[src/rtl/cfg_stream_downsizer.sv]
// Splits wide configuration beats into OUT_WIDTH-bit slices for the tile bitstream ports.
// One holding register; the next beat is taken on the cycle the last slice leaves.
module cfg_stream_downsizer #(
    parameter int unsigned IN_WIDTH  = 8,
    parameter int unsigned OUT_WIDTH = 1,
    parameter bit          LSB_FIRST = 1'b1
) (
    input  logic                 clk,
    input  logic                 rst,
    input  logic [IN_WIDTH-1:0]  s_tdata,
    input  logic                 s_tvalid,
    input  logic                 s_tlast,
    output logic                 s_tready,
    output logic [OUT_WIDTH-1:0] m_tdata,
    output logic                 m_tvalid,
    output logic                 m_tlast,
    input  logic                 m_tready,
    output logic                 busy
);

    localparam int unsigned R     = IN_WIDTH / OUT_WIDTH;
    localparam int unsigned IDX_W = (R > 1) ? $clog2(R) : 1;
    localparam logic [IDX_W-1:0] LAST_IDX = IDX_W'(R - 1);

    if ((IN_WIDTH % OUT_WIDTH) != 0 || R < 1) begin : g_bad_width
        $error("cfg_stream_downsizer: IN_WIDTH must be a nonzero multiple of OUT_WIDTH");
    end

    logic [IN_WIDTH-1:0] hold_data;
    logic                hold_last;
    logic                full;
    logic [IDX_W-1:0]    idx;

    logic                last_slice_c;
    logic                in_fire_c;
    logic                out_fire_c;
    logic [IDX_W-1:0]    sel_c;
    logic [IN_WIDTH-1:0] shifted_c;

    assign last_slice_c = (idx == LAST_IDX);
    assign s_tready     = !full || (m_tready && last_slice_c);
    assign in_fire_c    = s_tvalid && s_tready;
    assign out_fire_c   = full && m_tready;

    assign m_tvalid = full;
    assign busy     = full;
    assign m_tlast  = full && hold_last && last_slice_c;

    // Slice selection: MSB-first walks the held beat from the top slice down.
    always_comb begin
        sel_c     = LSB_FIRST ? idx : (LAST_IDX - idx);
        shifted_c = hold_data >> (32'(sel_c) * OUT_WIDTH);
        m_tdata   = shifted_c[OUT_WIDTH-1:0];
    end

    always_ff @(posedge clk) begin
        if (rst) begin
            hold_data <= '0;
            hold_last <= 1'b0;
            full      <= 1'b0;
            idx       <= '0;
        end else if (in_fire_c) begin
            hold_data <= s_tdata;
            hold_last <= s_tlast;
            full      <= 1'b1;
            idx       <= '0;
        end else if (out_fire_c) begin
            if (last_slice_c) begin
                full <= 1'b0;
                idx  <= '0;
            end else begin
                idx <= idx + IDX_W'(1);
            end
        end
    end

endmodule

[config.mk]
export PLATFORM = sky130hd
export DESIGN_NAME = cfg_stream_downsizer
export DESIGN_NICKNAME = d
export VERILOG_FILES = /design/src/rtl/cfg_stream_downsizer.sv
export SDC_FILE = /design/constraint.sdc
export NUM_CORES = 1
export LEC_CHECK = 0
export ABC_AREA = 1
export BUFFER_PORTS_ARGS = -buffer_cell sky130_fd_sc_hd__buf_2
export CAP_MARGIN = 20
export CORE_MARGIN = 1.5
export CORE_UTILIZATION = 40
export CTS_BUF_LIST = sky130_fd_sc_hd__clkbuf_8 sky130_fd_sc_hd__clkbuf_16
export CTS_CLUSTER_SIZE = 10
export DETAILED_ROUTE_END_ITERATION = 12
export PLACE_DENSITY = 0.66
export SKIP_LAST_GASP = 1
export SYNTH_ARGS = -nofsm -noshare
export SYNTH_HDL_FRONTEND = slang
export SYNTH_SLANG_ARGS = --single-unit
[constraint.sdc]
create_clock -name clk -period 1.4 [get_ports clk]
set_clock_uncertainty 0.1 [all_clocks]
set_input_delay 0.28 -clock clk [delete_from_list [all_inputs] [get_ports clk]]
set_output_delay 0.28 -clock clk [all_outputs]
set_load 0.01 [all_outputs]
; Word level (Yosys, flattened, before mapping)
; Index checks and enable logic that the tools add are counted.
; W data, S select, Z words.
[word_totals]
inputBits = 13
regBits = 13
out_inout_bits = 5
elab_cells = 22
[op_classes]
mux = 4
eq_ne = 1
shifts = 1
add_sub_neg = 1
reduce_logical = 11
[ops]
columns = operator, count
row1 = $shr A8 B3 Y1, 1
row2 = $logic_and A1 B1 Y1, 5
row3 = $reduce_bool A2 Y1, 2
row4 = $add A3 B1 Y3 const B, 1
row5 = $eq A3 B3 Y1 const B, 1
row6 = $mux W1, 3
row7 = $mux W3, 1
row8 = $reduce_and A2 Y1, 1
row9 = $reduce_or A2 Y1, 1
row10 = $logic_not A1 Y1, 1
row11 = $logic_or A1 B1 Y1, 1

; Logic depth before layout (Yosys ltp)
; Gate-level depths: netlist (run 1).
[logic_depth]
depth_word = 6
ltp_mapped = 8
mapped_depth_nobuf = 8

; Worst setup path after synthesis (run 1)
; Ideal clock, no wire load.
[synth_timing]
path_type = register to register
startpoint = register idx[0]
endpoint = register hold_data[0]
setup_time_ps = 113
arrival_time_ps = 1230
required_ps = 1187
period_less_slack_ps = 1442
setup_slack_ps = -42
path_stages_with_launch = 9
path_buffers = 1
path_cell_list = dfxtp_1 > ha_1 > ha_1 > nand2_1 > nand2_2 > nand2_4 > buf_6 > o21bai_2 > nor2_1
[synth_between]
elab_chain_len = 4
[synth_rtl]
columns = element, line_no
row1 = "start, declared", 32  ; logic [IDX_W-1:0] idx;
row2 = "start signal, assigned", 72  ; idx <= idx + IDX_W'(1);
row3 = $eq A3 B3 Y1, 40  ; assign last_slice_c = (idx == LAST_IDX);
row4 = $logic_and A1 B1 Y1, 41  ; assign s_tready = !full || (m_tready && last_slice_c);
row5 = $logic_or A1 B1 Y1, 41
row6 = named net s_tready, 13  ; output logic s_tready,
row7 = $logic_and A1 B1 Y1, 42  ; assign in_fire_c = s_tvalid && s_tready;
row8 = "end signal, assigned", 63  ; hold_data <= s_tdata;
row9 = "end, declared", 29  ; logic [IN_WIDTH-1:0] hold_data;
; The timed path passes the listed nets, and every way through them passes these cells.
; A chain may end at the register's enable or synchronous reset.

; Final worst setup path (run 1)
[layout_timing]
startpoint = register idx[0]
endpoint = output m_tlast
[layout_between]
elab_chain_len = 2
[layout_rtl]
columns = element, line_no
row1 = $eq A3 B3 Y1, 40
row2 = $logic_and A1 B1 Y1, 47  ; assign m_tlast = full && hold_last && last_slice_c;
row3 = "end, declared", 16  ; output logic m_tlast,
; Every way passes these cells.

==> results of run 1 <==
sequential cells by signal (all words and copies together), names as in the netlist:
| signal | cells |
|---|---|
| idx | 3 |
| hold_data | 8 |
| busy | 1 |
| hold_last | 1 |
cells by family (layout without fill, tap and decap cells):
| group | Yosys count | in the layout | synth area share [%] |
|---|---|---|---|
| adder cells (fa/ha/maj) | 2 | 2 | 3.68 |
| buffers and inverters | 17 | 46 | 11.0 |
| AO/OA/AOI/OAI | 12 | 12 | 17.1 |
| flip-flops | 13 | 13 | 38.3 |
| AND/OR/NAND/NOR | 49 | 49 | 29.8 |
per-stage QoR:
| step | cell area [um2] | setup WS [ps] | hold slack (ps) | utilization (%) | instances |
|---|---|---|---|---|---|
| 5_1_grt | 1090 | -246 | 200 | 70.5 | 138 |
| 3_3_place_gp | 808 | 21.9 | 375 | 52.4 | 129 |
| 2_1_floorplan | 681 | 2.60 | 327 | - | 93 |
| 4_1_cts | 967 | -163 | 177 | 62.7 | 136 |
| 3_5_place_dp | 808 | -18.9 | 377 | 52.4 | 129 |
| 6_report | 1090 | -179 | 191 | 70.5 | 138 |
Yosys cell counts:
library cell  number
dfxtp_1           13
and3_1             1
nand2_2            1
nand2_4            1
buf_6              1
ha_1               2
clkbuf_1           1
inv_2              1
o21bai_2           9
nor3_1             1
nand2_1           20
a21oi_1            3
inv_1             13
nor2_1            21
buf_4              1
nand3_1            4
critical path, delay by kind of cell, from the launching register on:
kind | cells | cell delay (ps)
fa+ha+maj | 2 | 320
buf+inv | 1 | 110
flops | 1 | 350
simple gates | 1 | 170
cell type report:
class                           instances  area share [%]
Inverter                               14            5.76
Multi-Input combinational cell         63            45.2
Clock inverter                          1           0.346
Clock buffer                            3            3.80
Sequential cell                        13            24.4
Timing Repair Buffer                   28            18.7
Tap cell                               16            1.84
final timing paths:
check	startpoint	end	slack, ps
setup / recovery	idx[0]	m_tlast	-180
hold / removal	s_tdata[6]	hold_data[6]	190
setup reg to reg	idx[0]	hold_data[7]	-70
hold reg to reg	hold_data[1]	hold_data[1]	390
metal layers:
metal  vias up  wire length [um]  GRT usage, %
met5         -                 0             0
met4         0                39          12.7
met3         4                31          4.90
met2         7               889          27.6
met1       304               702          21.0
li1        341                 -             -
timing repair:
item | 4_1_cts | 5_1_grt
cloned | 0 | 0
resized for setup | 20 | 25
pin swaps | 4 | 6
setup endpoints to repair | 12 | 16
setup buffers | 3 | 2
where the power goes:
group          switching [mW]  internal (mW)
combinational           0.117          0.115
sequential             0.0180          0.395
clock                   0.134          0.194
==> results_dict.tcl, run 1 <==
set metrics [dict create \
    status "finished with violations" \
    violations "negative setup slack" \
    cts_buffers 3 \
    slew_viol_final 0 \
    crit_path_end_kind "output pin" \
    yosysTopAreaCell "dfxtp_1" \
    worst_ep_required_time_ps 1020 \
    path_common_cell "ha_4" \
    seq_area_frac_synth_pct 38.3 \
    nNetsFinal 138 \
    layout_commonest_cell "nor2_1" \
    place.port_buffers 17 \
    synth_area_leaders "dfxtp_1 (38%), o21bai_2 (15%), nor2_1 (12%), nand2_1 (11%), inv_1 (7.2%)" \
    finalSetupViolCount 13 \
    worst_ep_arrival_time_ps 1200 \
    p_total_mw 0.973 \
    n_fill_cell 119 \
    initial_core_util_pct 44.1 \
    synth_area_um2 679 \
    grt_pass1_vias 583 \
    syn_area_per_cell_um2 7.31 \
    cts_tree "built" \
    coreArea_um2 1540 \
    multi_input_area_um2 490 \
    yosys.area.top_type_share_pct 38.3 \
    die_h_um 44.2 \
    gp_congestion 0.798 \
    final_cell_mix "nor2_1 (19), buf_2 (15), nand2_1 (13)" \
    viasPerCell 4.75 \
    synthesis.nets 108 \
    wl_per_cell_um 12.0 \
    ir_worst_vdd_v 0.000656 \
    htree_levels 1 \
    cts_root_buf "clkbuf_8" \
    fin_crit_sh_pct 113 \
    yosysWarnings 0 \
    ys_types 16 \
    r2r.worst_path.cells 9 \
    powerDensity_nw_per_um2 896 \
    fin_crit_ps 1580 \
    register_area_um2 265 \
    ctsHoldBuffers 0 \
    path_class "flip-flop to output pin" \
    wl_um 1660 \
    fp.dieArea_um2 1950 \
    grt_max_degree 12 \
    path_clk_slew_ps 60 \
    path_cells "ha_4, ha_4, and3_4, buf_6" \
    n_antenna_cell 0 \
    rsz0062_at_grt "yes" \
    hold_path_class "primary input to flip-flop" \
    grt_pass1_wl_um 2420 \
    power.leakage_nw 0.496 \
    clk_latency_ps 240 \
    area_growth_pct 59.9 \
    num_vias 656 \
    rows 14 \
    ys_ff_latch 13 \
    clock_sink_count 13 \
    maxCapViolCount 0 \
    drive_above_1_share_pct 53.3 \
    worstSetupStartpointType "flip-flop" \
    cpMaxStageDelayCell "dfxtp_4" \
    worst_slew_pin_slew_ps 199 \
    antenna_found_initial 0 \
    max_freq_mhz 633 \
    cp_slowest_stage_delay_ps 350 \
    finalHoldViolCount 0 \
    track_usage_pct 17.8 \
    io_pins 18 \
    whs_path_depth 3 \
    dr.pass1.iters 3 \
    ant_nets 0 \
    setup_ws_ps -179 \
    clock_path_buffers 2 \
    cp_max_fo 3 \
    tns_ps -897 \
    hpwl_um 1030 \
    die_w_um 44.2 \
    grt_overflow 0 \
    syn_inst 93 \
    drc 0 \
    relSlewSlack_pct 86.7 \
    drt_iter0_markers 13 \
]
(Power assumes the default switching activity.)
==> inputs of run 2 (changes only) <==
--- a/config.mk
+++ b/config.mk
@@ -8,12 +8,15 @@
 export ABC_AREA = 1
 export BUFFER_PORTS_ARGS = -buffer_cell sky130_fd_sc_hd__buf_2
 export CAP_MARGIN = 20
-export CORE_MARGIN = 1.5
-export CORE_UTILIZATION = 40
+export CELL_PAD_IN_SITES_DETAIL_PLACEMENT = 1
+export CELL_PAD_IN_SITES_GLOBAL_PLACEMENT = 2
+export CORE_ASPECT_RATIO = 1.4
+export CORE_MARGIN = 3
+export CORE_UTILIZATION = 24
 export CTS_BUF_LIST = sky130_fd_sc_hd__clkbuf_8 sky130_fd_sc_hd__clkbuf_16
 export CTS_CLUSTER_SIZE = 10
 export DETAILED_ROUTE_END_ITERATION = 12
-export PLACE_DENSITY = 0.66
+export PLACE_DENSITY_LB_ADDON = 0.1
 export SKIP_LAST_GASP = 1
 export SYNTH_ARGS = -nofsm -noshare
 export SYNTH_HDL_FRONTEND = slang
==> run 2 against run 1 <==
Compared with the run above: critical path depth did not move; global-route usage is 6.4 points lower; sequential power barely moved; combinational power rose by 9.1%; total power increased by 2.4%; sequential share of layout area decreased by 1.7 points; critical path type unchanged; critical endpoint unchanged; register-to-register slack got worse by 30 ps; the run still ends with negative setup slack left; via count up 2.0%.
==> results_dict.tcl, run 2 (synthesized netlist as in run 1, its figures left out) <==
set metrics [dict create \
    status "finished with violations" \
    violations "negative setup slack" \
    max_freq_mhz 632 \
    maxCapViolCount 0 \
    clock_path_buffers 2 \
    path_common_cell "ha_4" \
    die_h_um 69.0 \
    antenna_found_initial 0 \
    largest_reg_flops 8 \
    worst_ep_required_time_ps 1020 \
    rrSetupSlack_ps -100 \
    wl_um 1890 \
    place.port_buffers 17 \
    drt_iter0_markers 8 \
    gp_congestion 0.700 \
    tns_ps -1240 \
    dpl_cell_area_um2 853 \
    cp_max_fo 3 \
    cpMaxStageDelayCell "dfxtp_2" \
    finalHoldViolCount 0 \
    track_usage_pct 11.4 \
    top_regs "hold_data: 8 flops, idx: 3 flops" \
    clock_sink_count 13 \
    dr_wl_met3_um 61 \
    regMostFlops "hold_data" \
    dp.cells 150 \
    hold_path_class "primary input to flip-flop" \
    dr.max_layer_used "met4" \
    ant_nets 0 \
    initial_core_util_pct 25.4 \
    area_growth_pct 70.0 \
    route.met2.wl_um 1070 \
    path_cells "ha_4, ha_4, and3_4, buf_6" \
    io_pins 18 \
    clk_latency_ps 240 \
    ctsHoldBuffers 0 \
    final_cell_mix "nor2_1 (19), buf_2 (15), nand2_1 (14)" \
    fp.dieArea_um2 3510 \
    rows 22 \
    grt_pass1_vias 671 \
    worstSetupStartpointType "flip-flop" \
    crit_path_end_kind "output pin" \
    coreArea_um2 2670 \
    p_total_mw 0.997 \
    grt_max_degree 12 \
    ir_worst_vdd_v 0.000495 \
    grt_overflow 0 \
    worst_slew_pin_slew_ps 223 \
    n_antenna_cell 0 \
    fin_crit_ps 1580 \
    cts_tree "built" \
    nNetsFinal 139 \
    grt_pass1_wl_um 2980 \
    powerDensity_nw_per_um2 863 \
    cts_buffers 3 \
    drive_above_1_share_pct 53.7 \
    instances_no_fill 159 \
    slew_viol_final 0 \
    worst_ep_arrival_time_ps 1200 \
    holdWs_ps 199 \
    htree_levels 1 \
    path_clk_slew_ps 60 \
    layout_commonest_cell "nor2_1" \
    finalInstanceArea_um2 1150 \
    num_vias 669 \
    wl_met1_um 747 \
    viasPerCell 4.21 \
    fin_crit_sh_pct 113 \
    power.leakage_nw 0.519 \
    drc 0 \
    n_fill_cell 337 \
    rsz0062_at_grt "yes" \
    dr.pass1.iters 4 \
    die_w_um 51.0 \
    cts_root_buf "clkbuf_8" \
    setup_ws_ps -183 \
    wl_per_cell_um 11.9 \
    finalSetupViolCount 14 \
    relSlewSlack_pct 85.1 \
    cp_slowest_stage_delay_ps 340 \
    path_class "flip-flop to output pin" \
    hpwl_um 1300 \
]
[run 2: through the flow]
step                worst slack (ps)  util (%)
global route                    -232      43.3
detailed placement             -71.0      32.0
finish                          -183      43.3
global placement               -16.5      32.0
CTS                             -170      38.5
floorplan                       2.60         -
[run 2: worst max-delay path: cells and delay by family (launching register included)]
kind,cells,cell delay (ps)
DFF,1,340
adders and majority gates,2,330
and+or+nand+nor,1,180
buffers and inverters,1,110
[run 2: where the power goes]
group | total [mW] | internal, mW | switching (mW)
Combinational | 0.253 | 0.127 | 0.126
Clock | 0.329 | 0.193 | 0.136
Sequential | 0.414 | 0.396 | 0.0182
Total | 0.997 | 0.717 | 0.280
[run 2: final timing paths]
check	end	startpoint	depth (start not counted)
setup / recovery	m_tlast	idx[0]	4
hold / removal	hold_data[7]	s_tdata[7]	3
setup reg to reg	hold_data[4]	idx[0]	9
hold reg to reg	hold_data[3]	hold_data[3]	2
[run 2: area by class of cell]
class	count	area (um2)	area share [%]
inverter	14	65.1	5.63
tap	36	45.0	3.90
clock buffer	3	41.3	3.58
clock inverter	1	3.75	0.325
timing repair buffer	29	223	19.3
multi-input combinational	63	514	44.5
sequential	13	263	22.8
[run 2: timing repair]
action,in CTS,in global routing
pin swaps,2,5
resized for setup,24,25
buffers inserted,4,2
setup endpoints to repair,15,16
gates cloned,0,0
[run 2: per-layer routing]
layer	track usage, %	vias up
li1	-	347
met1	13.0	312
met2	20.3	8
met3	2.58	2
met4	5.05	0
met5	0	-
==> inputs of run 3 (changes only) <==
--- a/config.mk
+++ b/config.mk
@@ -10,7 +10,7 @@
 export CAP_MARGIN = 20
 export CELL_PAD_IN_SITES_DETAIL_PLACEMENT = 1
 export CELL_PAD_IN_SITES_GLOBAL_PLACEMENT = 2
-export CORE_ASPECT_RATIO = 1.4
+export CORE_ASPECT_RATIO = 0.9
 export CORE_MARGIN = 3
 export CORE_UTILIZATION = 24
 export CTS_BUF_LIST = sky130_fd_sc_hd__clkbuf_8 sky130_fd_sc_hd__clkbuf_16
==> run 3 against run 2 <==
Compared with the run above: the run still ends with negative setup slack left; combinational power shrank 8%; register-to-register slack improved by 60 ps; cell count did not move; total power fell by 2.4%; count of clock-buffer cells in the layout did not move; sequential share of layout area up 0.84 points; utilization barely moved; largest power group unchanged; non-clock buffer count down 2; clock power is essentially flat.
==> results_dict.tcl, run 3 (synthesized netlist as in run 1, its figures left out) <==
set metrics [dict create \
    finalSetupViolCount 12 \
    critPathCapture "m_tdata" \
    worst_ep_required_time_ps 1020 \
    wl_um 1870 \
    final_cell_mix "nor2_1 (20), buf_2 (15), inv_1 (12), nand2_1 (12), dfxtp_1 (11)" \
    power.leakage_nw 0.495 \
    n_antenna_cell 0 \
    die_w_um 62.1 \
    top_regs "hold_data: 8 flops, idx: 3 flops" \
    path_clk_slew_ps 60 \
    cts_buffers 3 \
    grt_max_degree 12 \
    largest_reg_flops 8 \
    hold_path_class "primary input to flip-flop" \
    ctsHoldBuffers 0 \
    grt_overflow 0 \
    coreArea_um2 2570 \
    clk_latency_ps 240 \
    viasPerCell 4.13 \
    crit_path_end_kind "output pin" \
    setup_ws_ps -193 \
    cp_slowest_stage_delay_ps 360 \
    maxCapViolCount 0 \
    dr.pass1.iters 2 \
    cpMaxStageDelayCell "dfxtp_2" \
    ir_worst_vdd_v 0.000446 \
    wl_per_cell_um 11.8 \
    cpLargestDelayFamily "buffers and inverters" \
    path_cells "buf_6, buf_6, nand2_4, nand3_2, nand2_1, nand2_1, nand2_1, buf_2" \
    cts_root_buf "clkbuf_8" \
    clock_sink_count 13 \
    regMostFlops "hold_data" \
    powerDensity_nw_per_um2 874 \
    fin_crit_sh_pct 114 \
    max_freq_mhz 628 \
    final_util_pct 43.3 \
    r2r-end "hold_last" \
    worstSetupStartpointType "flip-flop" \
    die_h_um 56.5 \
    path_common_cell "nand2_1" \
    htree_levels 1 \
    drive_above_1_share_pct 52.9 \
    finalHoldViolCount 0 \
    nNetsFinal 137 \
    rows 17 \
    ant_nets 0 \
    grt_pass1_vias 679 \
    place.port_buffers 17 \
    p_total_mw 0.973 \
    relSlewSlack_pct 85.1 \
    worst_ep_arrival_time_ps 1210 \
    status "finished with violations" \
    violations "negative setup slack" \
    worst_slew_pin_slew_ps 224 \
    rsz0062_at_grt "yes" \
    min_from "s_tdata[1]" \
    antenna_found_initial 0 \
    fin_crit_ps 1590 \
    num_vias 657 \
    area_growth_pct 63.9 \
    layout_commonest_cell "nor2_1" \
    hpwl_um 1330 \
    initial_core_util_pct 26.4 \
    clock_path_buffers 2 \
    r2r-start "idx[1]" \
    io_pins 18 \
    cts_tree "built" \
    cp_max_fo 5 \
    r2r.worst_path.cells 9 \
    track_usage_pct 11.9 \
    startpoint "idx[0]" \
    fp.dieArea_um2 3510 \
    grt_pass1_wl_um 3000 \
    gp_congestion 0.669 \
    slew_viol_final 0 \
    crit_cells 8 \
    drt_iter0_markers 11 \
    path_buf_inv 3 \
    drc 0 \
    path_class "flip-flop to output pin" \
    rrSetupSlack_ps -40 \
]
==> run 3: area by class of cell <==
| cell class | count | area (um2) |
|---|---|---|
| clock buffer | 3 | 41.3 |
| clock inverter | 1 | 3.75 |
| fill | 309 | 1460 |
| inverter | 14 | 60.1 |
| multi-input combinational | 63 | 498 |
| sequential | 13 | 263 |
| tap | 38 | 47.5 |
| timing repair buffer | 27 | 200 |
==> run 3: worst min path at each step <==
stage | end | cells after the start
floorplan | hold_data[0] | 2
global placement | hold_data[6] | 2
detailed placement | hold_data[7] | 2
CTS | hold_data[1] | 3
global route | hold_data[1] | 3
finish | hold_data[1] | 3
==> run 3: timing repair <==
| action | CTS | global route |
|---|---|---|
| pin swaps | 9 | 7 |
| buffers inserted | 2 | 2 |
| endpoints found under the setup margin | 12 | 16 |
| gates resized for setup | 28 | 14 |
==> run 3: worst min-delay path: stages <==
cell and delay [ps]:
buf_2 90, o21bai_2 60, nor2_1 70
==> run 3: stage by stage <==
step | setup TNS, ps | area [um2] | hold slack (ps) | setup WS (ps) | instances
2_1_floorplan | 0 | 681 | 327 | 2.60 | 93
3_3_place_gp | -61.0 | 848 | 368 | -30.6 | 151
3_5_place_dp | -271 | 848 | 371 | -33.8 | 151
4_1_cts | -823 | 1050 | 189 | -198 | 157
5_1_grt | -1410 | 1110 | 189 | -259 | 159
6_report | -730 | 1110 | 187 | -193 | 159
==> run 3: metal layers <==
metal | vias up | GRT usage [%] | part of all wire [%]
met5 | - | 0 | 0
met2 | 9 | 20.0 | 54
li1 | 339 | - | -
met1 | 307 | 14.0 | 42
met3 | 2 | 4.14 | 3.2
met4 | 0 | 2.73 | 0.75
==> run 3: power breakdown <==
part           switching (mW)  leakage [nW]  total [mW]  internal (mW)
combinational           0.120         0.360       0.234          0.114
sequential             0.0155         0.108       0.412          0.396
clock                   0.134        0.0269       0.328          0.193
total                   0.270         0.495       0.973          0.704
